==> src/rtl/mm_job_sched_pkg.sv <==
// mm_job_sched_pkg: scheduler states and job framing constants.
package mm_job_sched_pkg;
  typedef enum logic [1:0] {IDLE, RST, LOAD, DRAIN} state_t;
  localparam int B_WORDS = 16;
  localparam int JOB_IN_WORDS = 2 * B_WORDS;
  localparam int JOB_OUT_WORDS = 16;
endpackage

==> src/rtl/mm_job_sched_rr_arbiter.sv <==
// rr_arbiter: round-robin one-hot grant; the pointer remembers the last winner.
module rr_arbiter #(
  parameter int N = 2
) (
  input  logic         axis_clk,
  input  logic         axis_rst_n,
  input  logic [N-1:0] req,
  input  logic         en,
  input  logic         upd,
  output logic [N-1:0] gnt
);
  localparam int PW = N > 1 ? $clog2(N) : 1;
  logic [PW-1:0] ptr, win;
  // Scan farthest-first so the nearest requester after ptr overwrites last.
  always_comb begin
    win = ptr;
    for (int k = N; k >= 1; k--)
      for (int i = 0; i < N; i++)
        if (req[i] && i == (int'(ptr) + k) % N) win = PW'(i);
    gnt = (en && |req) ? N'(1) << win : '0;
  end
  always_ff @(posedge axis_clk or negedge axis_rst_n)
    if (!axis_rst_n) ptr <= PW'(N - 1);
    else if (upd) ptr <= win;
endmodule

==> src/rtl/mm_job_sched.sv <==
// mm_job_sched: round-robin job scheduler sharing one 4x4 matmul engine between requesters.
// Define MM_JOB_SCHED_TIMEOUT_EN to add a drain watchdog that aborts a stalled job.
module mm_job_sched
  import mm_job_sched_pkg::*;
#(
  parameter int N_REQ = 2,
  parameter int DW = 32,
  parameter int ENG_RST_CYCLES = 2,
  parameter int TIMEOUT_CYCLES = 1024
) (
  input  logic              axis_clk,
  input  logic              axis_rst_n,
  input  logic [N_REQ-1:0]    req_tvalid,
  input  logic [N_REQ*DW-1:0] req_tdata,
  input  logic [N_REQ-1:0]    req_tlast,
  output logic [N_REQ-1:0]    req_tready,
  output logic [N_REQ-1:0]    rsp_tvalid,
  output logic [DW-1:0]       rsp_tdata,
  output logic              rsp_tlast,
  input  logic [N_REQ-1:0]    rsp_tready,
  output logic              eng_rst_n,
  output logic              eng_ss_tvalid,
  output logic [DW-1:0]       eng_ss_tdata,
  output logic              eng_ss_tlast,
  input  logic              eng_ss_tready,
  input  logic              eng_sm_tvalid,
  input  logic [DW-1:0]       eng_sm_tdata,
  output logic              eng_sm_tready,
  output logic              busy,
  output logic [N_REQ-1:0]    grant,
  output logic [15:0]         jobs_done,
  output logic              err_tlast,
  output logic              err_timeout
);
  localparam int RCW = $clog2(ENG_RST_CYCLES + 1);
  state_t state;
  logic [N_REQ-1:0] arb_gnt;
  logic [RCW-1:0] rst_cnt;
  logic [5:0] in_cnt;
  logic [3:0] out_cnt;
  logic in_hs, out_hs, g_tlast, wd_fire;
  rr_arbiter #(.N(N_REQ)) u_arb (
    .axis_clk  (axis_clk),
    .axis_rst_n(axis_rst_n),
    .req       (req_tvalid),
    .en        (state == IDLE),
    .upd       (state == IDLE && |req_tvalid),
    .gnt       (arb_gnt)
  );
  always_comb begin
    eng_ss_tdata = '0;
    for (int i = 0; i < N_REQ; i++)
      if (grant[i]) eng_ss_tdata = req_tdata[i*DW +: DW];
  end
  assign busy          = state != IDLE;
  assign eng_ss_tvalid = state == LOAD && |(req_tvalid & grant);
  assign eng_ss_tlast  = state == LOAD && in_cnt == 6'(JOB_IN_WORDS - 1);
  assign req_tready    = (state == LOAD && eng_ss_tready) ? grant : '0;
  assign in_hs         = eng_ss_tvalid && eng_ss_tready;
  assign g_tlast       = |(req_tlast & grant);
  assign rsp_tvalid    = (state == DRAIN && eng_sm_tvalid) ? grant : '0;
  assign rsp_tdata     = eng_sm_tdata;
  assign rsp_tlast     = state == DRAIN && eng_sm_tvalid && out_cnt == 4'(JOB_OUT_WORDS - 1);
  assign eng_sm_tready = state == DRAIN && |(rsp_tready & grant);
  assign out_hs        = eng_sm_tvalid && eng_sm_tready;
`ifdef MM_JOB_SCHED_TIMEOUT_EN
  logic [15:0] wd;
  assign wd_fire = state == DRAIN && !out_hs && wd == 16'(TIMEOUT_CYCLES - 1);
  always_ff @(posedge axis_clk or negedge axis_rst_n)
    if (!axis_rst_n) begin
      wd          <= '0;
      err_timeout <= 1'b0;
    end else begin
      wd <= (state == DRAIN && !out_hs && !wd_fire) ? wd + 1'b1 : '0;
      if (wd_fire) err_timeout <= 1'b1;
    end
`else
  assign wd_fire     = 1'b0;
  assign err_timeout = 1'b0;
`endif
  // Engine stays in reset from power-up until the first job's RST phase ends.
  always_ff @(posedge axis_clk or negedge axis_rst_n)
    if (!axis_rst_n) begin
      state     <= IDLE;
      grant     <= '0;
      rst_cnt   <= '0;
      in_cnt    <= '0;
      out_cnt   <= '0;
      jobs_done <= '0;
      err_tlast <= 1'b0;
      eng_rst_n <= 1'b0;
    end else begin
      case (state)
        IDLE:
          if (|req_tvalid) begin
            grant     <= arb_gnt;
            eng_rst_n <= 1'b0;
            rst_cnt   <= RCW'(ENG_RST_CYCLES - 1);
            state     <= RST;
          end
        RST:
          if (rst_cnt == '0) begin
            eng_rst_n <= 1'b1;
            state     <= LOAD;
          end else rst_cnt <= rst_cnt - 1'b1;
        LOAD:
          if (in_hs) begin
            in_cnt <= in_cnt + 1'b1;
            if (g_tlast != (in_cnt == 6'(JOB_IN_WORDS - 1))) err_tlast <= 1'b1;
            if (in_cnt == 6'(JOB_IN_WORDS - 1)) begin
              in_cnt <= '0;
              state  <= DRAIN;
            end
          end
        DRAIN:
          if (wd_fire) begin
            out_cnt <= '0;
            grant   <= '0;
            state   <= IDLE;
          end else if (out_hs) begin
            out_cnt <= out_cnt + 1'b1;
            if (out_cnt == 4'(JOB_OUT_WORDS - 1)) begin
              out_cnt   <= '0;
              jobs_done <= jobs_done + 1'b1;
              grant     <= '0;
              state     <= IDLE;
            end
          end
        default: state <= IDLE;
      endcase
    end
endmodule

==> config.mk <==
export PLATFORM = sky130hd
export DESIGN_NAME = mm_job_sched
export DESIGN_NICKNAME = d
export VERILOG_FILES = /design/src/rtl/mm_job_sched_pkg.sv /design/src/rtl/mm_job_sched_rr_arbiter.sv /design/src/rtl/mm_job_sched.sv
export SDC_FILE = /design/constraint.sdc
export NUM_CORES = 1
export LEC_CHECK = 0
export CORE_MARGIN = 1
export CORE_UTILIZATION = 30
export CTS_BUF_LIST = sky130_fd_sc_hd__clkbuf_8
export CTS_CLUSTER_SIZE = 16
export DETAILED_ROUTE_END_ITERATION = 16
export PLACE_DENSITY = 0.76
export SLEW_MARGIN = 20
export SYNTH_ARGS = -nofsm -noshare
export SYNTH_HDL_FRONTEND = slang
export SYNTH_SLANG_ARGS = --single-unit
==> constraint.sdc <==
create_clock -name axis_clk -period 1.9 [get_ports axis_clk]
set_input_delay 0.38 -clock axis_clk [delete_from_list [all_inputs] [get_ports axis_clk]]
set_output_delay 0.38 -clock axis_clk [all_outputs]
set_load 0.05 [all_outputs]
==> impl_metrics.env <==
export IMPL_synth_cells=252
export IMPL_unrepaired_setup_endpoints_after_global_routing="yes"
export IMPL_yosys_cell_types_count=44
export IMPL_largest_area_contributor_in_the_synthesized_netlist="dfrtp_1"
export IMPL_run_status="complete, no violations"
export IMPL_footprint_of_the_flip_flops_and_latches_sq_um=880
export IMPL_initial_core_util=0.313
export IMPL_route_antenna_remaining_nets=0
export IMPL_worst_skew_pair_late_latency_ns=0.29
export IMPL_synthArstFlopShare=1.00
export IMPL_critical_path_required_ns=1.52
export IMPL_number_of_global_route_vias_before_repair=2360
export IMPL_fillerInstances=626
export IMPL_cts_made_buffers=5
export IMPL_initial_antenna_violation_count=0
export IMPL_routabilityCongestion=0.804
export IMPL_gr_usage_met1=0.234
export IMPL_synth_net_count=366
export IMPL_grt_max_degree=36
export IMPL_worstSetupStartpointType="flip-flop"
export IMPL_cap_violations=0
export IMPL_count_of_synthesis_stage_warnings_from_yosys=0
export IMPL_synth_top_cells_by_count="34 x dfrtp_1, 33 x buf_4, 31 x a22o_1"
export IMPL_clock_sinks=35
export IMPL_critical_path_max_fanout=5
export IMPL_r2r_setup_slack_ns=0.15
export IMPL_first_pass_iters=4
export IMPL_maxSlewViolCount=0
export IMPL_detail_route_drc_violations=0
export IMPL_floorplan_io_pins=200
export IMPL_hold_viol=0
export IMPL_detail_route_wl_per_cell_microns=17.3
export IMPL_setup_worst_path_class="reg -> out"
export IMPL_min_delay_path_class="reg -> reg"
export IMPL_post_route_min_period_ns=1.90
export IMPL_dp_final_hpwl_mm=6.03
export IMPL_syn_area_per_cell_sq_um=9.64
export IMPL_ctsHtreeMaxLevel=2
export IMPL_met2_usage=0.285
export IMPL_grt_busiest_layer="met2"
export IMPL_ys_ff_latch=35
export IMPL_core_area_sq_um=7770
export IMPL_worst_clock_skew_ns=0.0112
export IMPL_worst_vdd_rail_ir_drop_v=0.000720
export IMPL_clockBufferDepth=2
export IMPL_crit_path_end="eng_ss_tvalid"
export IMPL_ys_dominant_reg_cell="dfrtp_1"
export IMPL_worst_path_clk_slew_ns=0.07
export IMPL_globalRouteMet3Util=0.0522
export IMPL_final_area_sq_um=4730
export IMPL_final_period_utilization=0.998
export IMPL_finish_net_count=498
export IMPL_die_area_sq_um=8460
export IMPL_wire_length_of_the_first_global_routing_pass_mm=11.7
export IMPL_chipWidth_microns=92.0
export IMPL_antenna_diode_count=0
export IMPL_ff2ff_path_depth=6
export IMPL_reg2reg_from="in_cnt[0]"
export IMPL_vias=2427
export IMPL_yosysTopAreaCellShare=0.350
export IMPL_cts_hold_repair_buffers=0
export IMPL_worstSetupEndpointType="output pin"
export IMPL_cts_root_buffer_cell="clkbuf_8"
export IMPL_groute_usage_overall=0.176
export IMPL_final_setup_tns_ns=0
export IMPL_postPlaceCellArea_sq_um=4220
export IMPL_io_buffer_count=134
export IMPL_syn2layout_area_growth_pct=95.0
export IMPL_netlist_area_before_placement_sq_um=2430
export IMPL_wirelength_mm=8.41
export IMPL_synth_most_common_cell="dfrtp_1"
export IMPL_worstPathArrival_ns=1.52
export IMPL_fmax_ghz=0.527
export IMPL_grt_remaining_overflow=0
export IMPL_core_rowCount=32
export IMPL_cts_tree="yes"
export IMPL_pwr_density_cell_nw_per_um2=1540
export IMPL_synth_top_area_cells="dfrtp_1 35%, a22o_1 11%, buf_4 10%"
export IMPL_crit_reg2reg_capture="state[1]"
export IMPL_avgViaCountPerCell=4.98
export IMPL_yosysSeqAreaShare=0.361
export IMPL_report_final_setup_viol=0
export IMPL_area_used_by_multi_input_combinational_logic_sq_um=1580
export IMPL_crit_start="grant[1]"
export IMPL_static_leakage_power_nw=2.09
export IMPL_drive_above_1_share=0.429
export IMPL_synth_enable_flop_cells=0
export IMPL_drt_iter0_drc=104
export IMPL_chipHeight_microns=92.0
## registers in the layout, indices dropped and copies added, names as in the netlist
register   flops
eng_rst_n      1
err_tlast      1
grant          2
in_cnt         6
jobs_done     16
out_cnt        4
rst_cnt        2
state          2
u_arb.ptr      1
## through the flow
stage          hold WS (ns)   util  worst slack (ns)  cells  total power, mW
3_5_place_dp          0.461  0.543           -0.0744    470             6.01
6_report              0.482  0.610           0.00351    487             7.30
2_1_floorplan        0.0844      -          -0.00565    252             3.87
5_1_grt               0.500  0.610           -0.0532    487             7.61
3_3_place_gp          0.446  0.543           -0.0738    470             5.91
4_1_cts               0.480  0.558           0.00405    479             6.58
## power by group
group,internal (mW),switching (mW)
registers,0.913,0.191
clock network,0.255,0.281
logic,2.81,2.86
## repair_timing
item                       4_1_cts  5_1_grt
resized for setup                6       46
setup endpoints to repair        4       39
gates cloned                     0        3
pin swaps                        1        3
setup buffers                    1        5
## worst max-delay path, stage by stage, from the launching register on
cell	delay (ns)
dfrtp_2	0.47
buf_12	0.15
a22oi_2	0.24
buf_4	0.19
nor2b_4	0.04
buf_12	0.14
## worst min-delay path by stage
stage / from / to / cells after the start
after floorplan: axis_rst_n / eng_rst_n / 0
after global placement: err_tlast / err_tlast / 1
after detailed placement: err_tlast / err_tlast / 1
after CTS: err_tlast / err_tlast / 1
after global routing: err_tlast / err_tlast / 1
final: jobs_done[15] / jobs_done[15] / 1
## layout make-up
| class | instances | share of cell area |
|---|---|---|
| clock buffer | 5 | 0.0145 |
| multi-input combinational | 167 | 0.334 |
| clock inverter | 3 | 0.00423 |
| tap | 102 | 0.0270 |
| timing repair buffer | 166 | 0.427 |
| inverter | 9 | 0.00714 |
| sequential | 35 | 0.186 |
## routing by layer
metal  vias up  part of all wire
met3        11             0.053
met1      1183              0.42
met2        80              0.51
li1       1153                 -
met5         -                 0
met4         0             0.011
## placed cells by master (no fill, tap or decap), types with 3 or more instances in the layout
cell and n:
nand2_1 14, mux2_2 4, dfrtp_1 32, ha_1 5, and3_1 6, clkbuf_8 5
clkdlybuf4s50_1 73, nand3_1 8, buf_4 45, o21ai_0 8, a22o_4 31, a21oi_1 11
xnor2_1 16, buf_12 44, nor2_2 4, nand4_1 8, inv_1 7, nor2_1 7
xor2_1 3
## logic make-up after synthesis
kind of cell	share of synthesized area
and+or+nand+nor	0.156
muxes	0.0376
other	0.00154
AOI/OAI and AO/OA	0.206
adders and majority gates	0.0412
buffers and inverters	0.128
DFF	0.361
xor gates and xnor gates	0.0685
No activity file was read; power rests on OpenSTA's default activity.
